<file path="config.mk">
export PLATFORM = sky130hd
export DESIGN_NAME = viterbi_traceback
export DESIGN_NICKNAME = d
export VERILOG_FILES = /design/src/rtl/viterbi_traceback.sv
export SDC_FILE = /design/constraint.sdc
export NUM_CORES = 1
export LEC_CHECK = 0
export BUFFER_PORTS_ARGS = -buffer_cell sky130_fd_sc_hd__buf_4
export CAP_MARGIN = 20
export CORE_ASPECT_RATIO = 0.5
export CORE_MARGIN = 4
export CORE_UTILIZATION = 50
export CTS_CLUSTER_DIAMETER = 60
export CTS_CLUSTER_SIZE = 30
export DETAILED_ROUTE_END_ITERATION = 12
export GPL_ROUTABILITY_DRIVEN = 0
export PLACE_DENSITY = 0.67
export SLEW_MARGIN = 20
export SYNTH_ARGS = -nofsm -noshare
export SYNTH_HDL_FRONTEND = slang
export SYNTH_SLANG_ARGS = --single-unit
</file>
<file path="constraint.sdc">
create_clock -name clk -period 4.7 [get_ports clk]
set_input_delay 1.41 -clock clk [delete_from_list [all_inputs] [get_ports clk]]
set_output_delay 1.41 -clock clk [all_outputs]
set_load 0.01 [all_outputs]
</file>
<file path="src/rtl/viterbi_traceback.sv">
// Traceback back end of the rate-1/2, K=3 Viterbi decoder: it stores the node words of each
// trellis column, picks the best end state, walks the survivor flags back and emits the frame.
module viterbi_traceback #(
    parameter int NUM_COL    = 10,
    parameter int DATA_WIDTH = 8,
    parameter int ADDR_WIDTH = 6
) (
    input  logic                  clk,
    input  logic                  rst,
    input  logic                  i_st,
    input  logic                  i_wr_en,
    input  logic [DATA_WIDTH-1:0] i_data_in0,
    input  logic [DATA_WIDTH-1:0] i_data_in1,
    input  logic [DATA_WIDTH-1:0] i_data_in2,
    input  logic [DATA_WIDTH-1:0] i_data_in3,
    output logic [NUM_COL-1:0]    o_decoded,
    output logic                  o_done,
    output logic                  o_busy
);

    localparam int COL_W = ADDR_WIDTH - 2;
    localparam logic [COL_W-1:0] LAST_COL = COL_W'(NUM_COL - 1);

    typedef enum logic [2:0] {
        S_IDLE     = 3'd0,
        S_COLLECT  = 3'd1,
        S_FIND_MIN = 3'd2,
        S_TRACE    = 3'd3,
        S_DONE     = 3'd4
    } state_t;

    state_t                r_state;
    state_t                w_next;
    logic [COL_W-1:0]      r_col;
    logic [COL_W-1:0]      r_t;
    logic [1:0]            r_cur;
    logic [NUM_COL-1:0]    r_shadow;
    logic [DATA_WIDTH-1:0] r_mem [NUM_COL*4];

    logic                  w_wr;
    logic                  w_fin;
    logic [4:0]            w_m0, w_m1, w_m2, w_m3;
    logic [4:0]            w_min01, w_min23;
    logic [1:0]            w_sel01, w_sel23, w_best;
    logic [ADDR_WIDTH-1:0] w_rd_addr;
    logic [1:0]            w_flag;
    logic                  w_x;

    // Last-column metrics; strict compares keep the lower state index on a tie.
    assign w_m0    = r_mem[{LAST_COL, 2'd0}][6:2];
    assign w_m1    = r_mem[{LAST_COL, 2'd1}][6:2];
    assign w_m2    = r_mem[{LAST_COL, 2'd2}][6:2];
    assign w_m3    = r_mem[{LAST_COL, 2'd3}][6:2];
    assign w_sel01 = (w_m1 < w_m0) ? 2'd1 : 2'd0;
    assign w_min01 = (w_m1 < w_m0) ? w_m1 : w_m0;
    assign w_sel23 = (w_m3 < w_m2) ? 2'd3 : 2'd2;
    assign w_min23 = (w_m3 < w_m2) ? w_m3 : w_m2;
    assign w_best  = (w_min23 < w_min01) ? w_sel23 : w_sel01;

    // Only flag 2'b10 selects the odd predecessor; ties and invalid flags fall back to x=0.
    assign w_rd_addr = {r_t, r_cur};
    assign w_flag    = r_mem[w_rd_addr][1:0];
    assign w_x       = (w_flag == 2'b10);

    // State register.
    always_ff @(posedge clk) begin
        if (rst) begin
            r_state <= S_IDLE;
        end else begin
            r_state <= w_next;
        end
    end

    // Next-state logic; a start request overrides everything else.
    always_comb begin
        w_next = r_state;
        if (i_st) begin
            w_next = S_COLLECT;
        end else begin
            case (r_state)
                S_IDLE:     w_next = S_IDLE;
                S_COLLECT:  w_next = (i_wr_en && (r_col == LAST_COL)) ? S_FIND_MIN : S_COLLECT;
                S_FIND_MIN: w_next = S_TRACE;
                S_TRACE:    w_next = (r_t == {COL_W{1'b0}}) ? S_DONE : S_TRACE;
                S_DONE:     w_next = S_IDLE;
                default:    w_next = S_IDLE;
            endcase
        end
    end

    // Output/control decode.
    always_comb begin
        w_wr  = 1'b0;
        w_fin = 1'b0;
        if (!i_st) begin
            w_wr  = (r_state == S_COLLECT) && i_wr_en;
            w_fin = (r_state == S_DONE);
        end else begin
            w_wr  = 1'b0;
            w_fin = 1'b0;
        end
    end

    // Trellis memory: one column of four node words per strobe.
    always_ff @(posedge clk) begin
        if (w_wr) begin
            r_mem[{r_col, 2'd0}] <= i_data_in0;
            r_mem[{r_col, 2'd1}] <= i_data_in1;
            r_mem[{r_col, 2'd2}] <= i_data_in2;
            r_mem[{r_col, 2'd3}] <= i_data_in3;
        end
    end

    // Column counter, traceback pointer and decoded shadow.
    always_ff @(posedge clk) begin
        if (rst) begin
            r_col    <= {COL_W{1'b0}};
            r_t      <= {COL_W{1'b0}};
            r_cur    <= 2'd0;
            r_shadow <= {NUM_COL{1'b0}};
        end else if (i_st) begin
            r_col <= {COL_W{1'b0}};
        end else begin
            case (r_state)
                S_COLLECT: begin
                    if (w_wr) begin
                        r_col <= r_col + COL_W'(1);
                    end
                end
                S_FIND_MIN: begin
                    r_cur <= w_best;
                    r_t   <= LAST_COL;
                end
                S_TRACE: begin
                    r_shadow[r_t] <= r_cur[1];
                    r_cur         <= {r_cur[0], w_x};
                    if (r_t != {COL_W{1'b0}}) begin
                        r_t <= r_t - COL_W'(1);
                    end
                end
                default: begin
                    r_col <= r_col;
                end
            endcase
        end
    end

    // Registered outputs; decoded is published together with the done pulse.
    always_ff @(posedge clk) begin
        if (rst) begin
            o_decoded <= {NUM_COL{1'b0}};
            o_done    <= 1'b0;
            o_busy    <= 1'b0;
        end else begin
            o_done <= w_fin;
            o_busy <= (w_next != S_IDLE);
            if (w_fin) begin
                o_decoded <= r_shadow;
            end
        end
    end

endmodule

</file>
# Word-level counts from Yosys, hierarchy flattened
# Memory sizes are Yosys's and may differ from the RTL's.
# Cells that the tools add are included.
[totals]
register_bits = 35
ram_bits = 320
input_bits = 36
out_inout_bits = 12
elab_cells = 55
memories = 1
[op_classes]
add_sub_neg = 2
magnitude_cmp = 5
eq_ne = 7
n_mux = 19
bitwise = 1
n_reduce_logical = 12
[memory_table]
columns = ["name", "words", "width", "read_ports", "rd_ports_with_merged_regs", "wr", "line", "rtl"]
rows = [
  ["r_mem", 40, 8, 5, 0, 4, "38", "logic [DATA_WIDTH-1:0] r_mem [NUM_COL*4];"],
]
[op_table]
columns = ["cell", "n"]
rows = [
  ["$lt A5 B5 Y1", 3],
  ["$bwmux W10", 1],
  ["$mux W5", 2],
  ["$pmux W3 S3", 1],
  ["$pmux W4 S2", 1],
  ["$mux W1", 7],
  ["$eq A3 B2 Y1 const B", 2],
  ["$mux W3", 2],
  ["$reduce_and A2 Y1", 3],
  ["$lt A4 B5 Y1 const B", 1],
  ["$add A4 B1 Y4 const B", 1],
  ["$demux W1 S4", 1],
  ["$eq A4 B4 Y1 const B", 1],
  ["$ge A4 B1 Y1 const B", 1],
  ["$logic_not A4 Y1", 1],
  ["$mux W2", 2],
  ["$mux W4", 1],
  ["$pmux W2 S2", 1],
  ["$reduce_bool A4 Y1", 1],
  ["$sub A4 B1 Y4 const B", 1],
  ["$eq A3 B1 Y1 const B", 1],
  ["$eq A3 B3 Y1 const B", 1],
  ["$logic_and A1 B1 Y1", 3],
  ["$reduce_and A3 Y1", 1],
  ["other kinds (6)", 6],
]

# Longest topological paths before layout
# Gate-level depths: netlist of the first run.
[depth]
ltp_word = 6
ltp_mapped = 14
mapped_depth_nobuf = 13

# Least setup slack after synthesis of the first run
# Ideal clock, no wire load.
[synth_path]
kind = "flip-flop to flip-flop"
start = "memory r_mem[37][4]"
end = "register r_cur[0]"
setup_time_ns = 0.091
t_arrival_ns = 3.308
t_required_ns = 4.609
slack_ns = 1.301
stages_incl_launch_ff = 14
path_buffers = 1
synth_period_minus_slack_ns = 3.399
path_cell_list = "edfxtp_1 ha_1 a211oi_1 nor2_1 or3_1 clkbuf_1 mux2i_1 ha_1 a211oi_1 nor2_1 or4_1 o31a_1 mux2i_1 a311oi_1"
[synth_rtl]
columns = ["element", "line", "rtl"]
rows = [
  ["start: declaration", "38", ""],
  ["end signal: assignment", "131", "r_cur <= w_best;"],
  ["end signal: assignment", "136", "r_cur <= {r_cur[0], w_x};"],
  ["end: declaration", "36", "logic [1:0] r_cur;"],
]

==> impl_metrics.py, run 1 <==
metrics = {
    "synthesis": {
        "syn-cell-area_mm2": 0.005786,
        "synth_seq_area_share": 0.6401,
        "synth_cells": 430,
        "synth_xor_area_frac": 0.006055,
        "yosysTopAreaCellShare": 0.5190,
        "ys_types": 47,
        "synth_area_leaders": "edfxtp_1 (52%), dfxtp_1 (12%), mux2i_1 (6.1%)",
        "synth_compound_area_frac": 0.05990,
        "synth_top_area_cell": "edfxtp_1",
        "synthMuxAreaShare": 0.1131,
        "synth_top_family_by_area": "multiplexers",
        "syn-num-nets": 486,
        "synth_seq_cells": 135,
        "yosys_warnings": 0,
        "synthAdderAreaFrac": 0.04325,
        "synthSimpleGateAreaFrac": 0.1131,
        "syn_area_per_cell_um2": 13.45,
    },
    "clock_tree": {
        "clk_latency_ps": 410,
        "cts.htree.levels": 4,
        "clock-sinks": 135,
        "postCtsHoldBufs": 0,
        "postCtsResizedCells": 0,
        "cts_setup_buffers": 0,
        "cts-root-buf": "clkbuf_16",
        "clockBufferDepth": 2,
        "cts_buffers": 17,
        "path_clk_slew_ps": 60,
        "cts_tree": "yes",
    },
    "power": {
        "peakVddDrop_mv": 0.1827,
        "power.total_mw": 2.597,
        "seqPwrFrac": 0.494,
        "power.switching_mw": 0.5547,
        "power_density_mw_per_mm2": 383.2,
        "swShare": 0.2136,
        "combPwrFrac": 0.018,
        "internal_power_mw": 2.042,
        "p_leak_nw": 2.382,
        "pwr-share-clk": 0.487,
    },
    "timing": {
        "post-route-min-period_ps": 3683,
        "finalHoldViolCount": 0,
        "final.period_utilization": 0.7836,
        "skew_ps": 5.750,
        "drv_slew": 0,
        "final.setup.tns_ps": 0,
        "setup_violations": 0,
        "maxSlewHeadroom": 0.3040,
        "fmax_mhz": 271.5,
        "tightestPinTransition_ps": 1044,
        "rsz0062_at_grt": "false",
    },
    "finish": {
        "drive_above_1_share": 0.1930,
        "fillers": 887,
        "syn_to_final_growth_pct": 17.15,
        "design_area_mm2": 0.006778,
        "antenna_cells": 0,
        "final_util": 0.6080,
        "nets": 530,
    },
    "setup_path": {
        "worstSetupPathType": "flop to flop",
        "r2r_slack_ps": 1020,
        "r2r-start": "r_mem[39][5]$_DFFE_PP_",
        "cp-start-kind": "flop",
        "arrival_ps": 3990,
        "worstPathRequired_ps": 5010,
        "worst-path-max-fanout": 5,
        "end_kind": "flop",
        "r2r_end": "r_cur[0]$_SDFFE_PP0P_",
        "reg2reg_depth": 11,
    },
    "placement": {
        "portBuffers": 43,
        "place_hpwl_um": 7346,
        "placedInstanceArea_mm2": 0.006206,
    },
    "floorplan": {
        "initial_core_util": 0.5190,
        "die_w_um": 160.1,
        "design.die.area_mm2": 0.01346,
        "num_rows": 27,
        "die_y_um": 84.07,
        "ios": 48,
        "core_mm2": 0.01115,
    },
    "routing": {
        "avgViaCountPerCell": 5.508,
        "first_pass_iters": 4,
        "drtIter0Drc": 266,
        "postRouteAntennaNets": 0,
        "wl_per_cell_um": 17.56,
        "routed_wl_um": 11100,
        "drc": 0,
        "vias": 3481,
    },
    "grt": {
        "track_usage": 0.1758,
        "grt-ovfl-total": 0,
        "antenna_found_initial": 0,
        "grt_pass1_vias": 3515,
        "grt_max_degree": 35,
        "grt_pass1_wl_um": 18370,
    },
    "hold_path": {
        "worstHoldStart": "o_decoded[0]$_SDFFE_PP0P_",
        "holdCritPathClass": "flop to flop",
        "min_to": "o_decoded[0]$_SDFFE_PP0P_",
        "holdPathStages": 2,
    },
    "run": {
        "max_cap_violations": 0,
    },
    "status": {
        "run_status": "complete, no violations",
    },
}
==> cell usage in the layout, fill, tap and decap left out, drive strengths merged, types with 4 or more instances in the layout <==
master and instances:
edfxtp 100, nand2 44, buf 43, mux2i 35
dfxtp 35, a21oi 26, nor2 23, ha 20
inv 20, clkbuf 17, nand3 14, and2 11
nor3 10, mux4 10, a22oi 8, mux2 7
nor2b 6, clkinv 6, o21ai 5, nand4 4
==> kinds of logic after synthesis <==
kind of cell | count (synthesis)
multiplexers | 52
adder cells (fa/ha/maj) | 20
XOR/XNOR | 4
buffers and inverters | 33
flip-flops | 135
AO/OA/AOI/OAI | 55
AND/OR/NAND/NOR | 131
==> how the worst max path moves through the flow <==
stage | start | endpoint | depth (start not counted)
finish | r_mem[39][5]$_DFFE_PP_ | r_cur[0]$_SDFFE_PP0P_ | 11
global route | r_mem[39][5]$_DFFE_PP_ | r_cur[0]$_SDFFE_PP0P_ | 11
CTS | r_mem[39][5]$_DFFE_PP_ | r_cur[0]$_SDFFE_PP0P_ | 11
detailed placement | r_mem[39][5]$_DFFE_PP_ | r_cur[0]$_SDFFE_PP0P_ | 11
global placement | r_mem[39][5]$_DFFE_PP_ | r_cur[0]$_SDFFE_PP0P_ | 11
floorplan | r_mem[37][4]$_DFFE_PP_ | r_cur[0]$_SDFFE_PP0P_ | 13
==> per-layer routing <==
metal	up-vias	share of wire	track usage
li1	1709	-	-
met1	1677	0.50	0.2412
met4	0	0.014	0.06479
met3	15	0.046	0.04144
met5	-	0	0
met2	80	0.44	0.2749
==> flip-flops by register name, summed over array words and instances (netlist names) <==
name and flops:
o_busy 1, o_decoded 10, o_done 1, r_col 4
r_cur 2, r_mem 100, r_shadow 10, r_state 3
r_t 4
==> cell type report <==
| type | count | area [um2] | share of cell area |
|---|---|---|---|
| clock buffer | 17 | 425.4 | 0.06277 |
| clock inverter | 15 | 146.4 | 0.02160 |
| inverter | 15 | 56.30 | 0.008307 |
| multi-input combinational | 262 | 1941 | 0.2863 |
| sequential | 135 | 3705 | 0.5466 |
| tap | 145 | 181.4 | 0.02677 |
| timing repair buffer | 43 | 322.8 | 0.04763 |
==> through the flow <==
| step | setup slack, ps | cells | hold WS [ps] |
|---|---|---|---|
| 2_1_floorplan | 1301 | 430 | 428.4 |
| 3_3_place_gp | 1022 | 600 | 441.1 |
| 3_5_place_dp | 1014 | 600 | 447.8 |
| 4_1_cts | 991.7 | 632 | 456.4 |
| 5_1_grt | 717.6 | 632 | 482.5 |
| 6_report | 1017 | 632 | 455.4 |
==> synth_stat cells (all sizes together) <==
cell / instances
xor2: 2
o21a: 1
nor4b: 2
or4: 1
nand2b: 2
nor2: 23
mux2: 7
a311oi: 1
a41oi: 1
inv: 15
edfxtp: 100
a21oi: 26
nand3: 14
o31a: 1
and2: 11
dfxtp: 35
nor4: 3
a22oi: 8
o211ai: 2
a211oi: 3
o21ai: 5
a2111oi: 2
nand3b: 2
ha: 20
nor3b: 3
nand4: 4
or3: 2
xnor2: 2
nor4bb: 1
nand4b: 2
a21o: 1
buf: 7
and3: 1
clkbuf: 11
a31oi: 1
o221ai: 2
nor3: 10
mux2i: 35
nand2: 44
mux4: 10
o2111a: 1
nor2b: 6
==> critical path, cell delays in order (launching register included) <==
cell      delay, ps
edfxtp_1        380
ha_1            350
nand4_1         160
o221ai_1        530
mux2_2          410
ha_1            300
a211oi_1        220
nor2_1           80
or4_1           490
o31a_1          290
mux2i_1         140
a311oi_1        250
==> power by group through the flow <==
| stage | Sequential [mW] | Clock [mW] | Combinational, mW |
|---|---|---|---|
| final | 1.28 | 1.27 | 0.0476 |
| after global routing | 1.28 | 1.35 | 0.0525 |
| after CTS | 1.28 | 1.29 | 0.0480 |
| after detailed placement | 1.31 | 0 | 0.0477 |
| after global placement | 1.31 | 0 | 0.0475 |
| after floorplan | 1.31 | 0 | 0.0142 |
Power figures use the tool's default switching activity.
==> run 2: changes to the inputs <==
==> constraint.sdc (replaced) <==
create_clock -name clk -period 3.5 [get_ports clk]
set_input_delay 1.05 -clock clk [delete_from_list [all_inputs] [get_ports clk]]
set_output_delay 1.05 -clock clk [all_outputs]
set_load 0.01 [all_outputs]
==> run 2 against run 1 <==
Compared with the run above:
- core utilization rose by 2.0 points
- die area is the same
- global-route usage up 0.57 points
- flip-flop and latch count unchanged
- clock skew grew 5.5 ps
- combinational power increased by 34%
- cell area rose by 3.3%
- register-to-register slack got worse by 980 ps
- sequential power grew 34%
- count of clock-buffer cells in the layout is 5 higher
==> impl_metrics.py, run 2 (synthesis results as in run 1) <==
metrics = {
    "timing": {
        "setup_slack_ps": 37.11,
        "tightestPinTransition_ps": 933.2,
        "final.period_utilization": 0.9894,
        "setup_violations": 0,
        "fmax_mhz": 288.8,
        "finalHoldViolCount": 0,
        "rsz0062_at_grt": "true",
        "skew_ps": 11.30,
        "post-route-min-period_ps": 3463,
        "drv_slew": 0,
        "maxSlewHeadroom": 0.3762,
    },
    "grt": {
        "grt_use_met1": 0.2462,
        "grt_max_degree": 35,
        "use_met3": 0.05131,
        "grt-ovfl-total": 0,
        "grt_pass1_wl_um": 18830,
        "track_usage": 0.1815,
        "grt_pass1_vias": 3615,
        "grt.busiest_layer": "met2",
        "grt_util_met2": 0.2802,
        "antenna_found_initial": 0,
    },
    "routing": {
        "drtIter0Drc": 213,
        "avgViaCountPerCell": 5.601,
        "drc": 0,
        "wl_per_cell_um": 17.92,
        "routed_wl_um": 11580,
        "first_pass_iters": 4,
        "vias": 3618,
        "postRouteAntennaNets": 0,
    },
    "placement": {
        "placedInstanceArea_mm2": 0.006296,
        "post-place-ws_ps": -81.02,
        "portBuffers": 43,
        "place_hpwl_um": 7491,
        "dp.cells": 612,
    },
    "hold_path": {
        "holdCritPathClass": "flop to flop",
    },
    "floorplan": {
        "num_rows": 27,
        "die_w_um": 160.1,
        "design.die.area_mm2": 0.01346,
        "die_y_um": 84.07,
        "core_mm2": 0.01115,
        "ios": 48,
        "initial_core_util": 0.5190,
    },
    "setup_path": {
        "worstPathRequired_ps": 3840,
        "arrival_ps": 3800,
        "worst-path-max-fanout": 4,
        "worstSetupPathType": "flop to flop",
        "end_kind": "flop",
        "cp-start-kind": "flop",
    },
    "clock_tree": {
        "clock-sinks": 135,
        "clockBufferDepth": 2,
        "cts.htree.levels": 4,
        "cts-root-buf": "clkbuf_16",
        "path_clk_slew_ps": 60,
        "clk_latency_ps": 420,
        "cts_buffers": 17,
        "cts_tree": "yes",
        "postCtsHoldBufs": 0,
    },
    "finish": {
        "top_register": "r_mem",
        "layout_commonest_cell": "edfxtp_1",
        "fillers": 834,
        "design_area_mm2": 0.007000,
        "top_regs": "r_mem (100), o_decoded (10), r_shadow (10)",
        "nets": 544,
        "seqCellArea_mm2": 0.003705,
        "drive_above_1_share": 0.2315,
        "fin_cells": 646,
        "antenna_cells": 0,
        "syn_to_final_growth_pct": 21.00,
        "multi_input_area_mm2": 0.002009,
        "largest_register_ffs": 100,
        "most-common-layout-cells": "edfxtp_1 (100), buf_4 (56), nand2_1 (44), mux2i_1 (35), dfxtp_1 (34)",
    },
    "power": {
        "power.switching_mw": 0.7084,
        "peakVddDrop_mv": 0.2855,
        "swShare": 0.1946,
        "pwr-share-clk": 0.509,
        "internal_power_mw": 2.931,
        "p_leak_nw": 2.488,
        "power_density_mw_per_mm2": 519.9,
        "combPwrFrac": 0.018,
        "seqPwrFrac": 0.474,
    },
    "run": {
        "max_cap_violations": 0,
    },
    "status": {
        "run_status": "complete, no violations",
    },
}
[run 2: final timing paths]
kind	from	endpoint	slack (ps)	cells past startpoint
min	r_shadow[4]$_SDFFE_PP0P_	o_decoded[4]$_SDFFE_PP0P_	450	2
max reg2reg	r_mem[37][4]$_DFFE_PP_	r_cur[1]$_SDFFE_PP0P_	40	13
max	r_mem[37][4]$_DFFE_PP_	r_cur[1]$_SDFFE_PP0P_	40	13
min reg2reg	r_shadow[4]$_SDFFE_PP0P_	o_decoded[4]$_SDFFE_PP0P_	450	2
[run 2: repair_timing]
| item | in CTS | in global routing |
|---|---|---|
| buffers inserted | 0 | 2 |
| pin swaps | 0 | 3 |
| gates cloned | 0 | 0 |
| gates resized for setup | 4 | 9 |
| endpoints found under the setup margin | 2 | 2 |
[run 2: power groups by stage]
stage	Clock [mW]	Sequential (mW)	Combinational, mW
floorplan	0	1.76	0.0191
global placement	0	1.76	0.0640
detailed placement	0	1.76	0.0646
CTS	1.87	1.72	0.0647
global route	1.95	1.72	0.0703
finish	1.85	1.72	0.0639
[run 2: cell type report]
cell class	instances	area share
Clock buffer	22	0.06774
Sequential cell	135	0.5292
Inverter	15	0.008043
Tap cell	145	0.02592
Clock inverter	10	0.02038
Timing Repair Buffer	57	0.06166
Multi-Input combinational cell	262	0.2870
[run 2: critical path, cell delays in order, from the launching register on]
cell and delay (ps):
edfxtp_1 450, ha_4 290, a211oi_4 270, nor2_2 80, or3_4 410, mux2i_1 140, ha_1 310, a211oi_2 190
nor2_1 70, or4_1 500, o31a_1 290, buf_4 140, a21o_1 160, a21oi_1 110
[run 2: metal layers]
metal | share of wire | up-vias
met4 | 0.0097 | 0
met3 | 0.057 | 14
met5 | 0 | -
met1 | 0.47 | 1781
li1 | - | 1735
met2 | 0.46 | 88
[run 2: metrics by stage]
step	setup TNS (ps)	hold slack (ps)	utilization	total power, mW
after floorplan	0	428.4	-	1.776
after global placement	-154.1	442.9	0.5648	1.822
after detailed placement	-159.5	447.2	0.5648	1.823
after CTS	0	455.3	0.6220	3.663
after global routing	-189.4	484.1	0.6279	3.745
final	0	452.3	0.6279	3.640
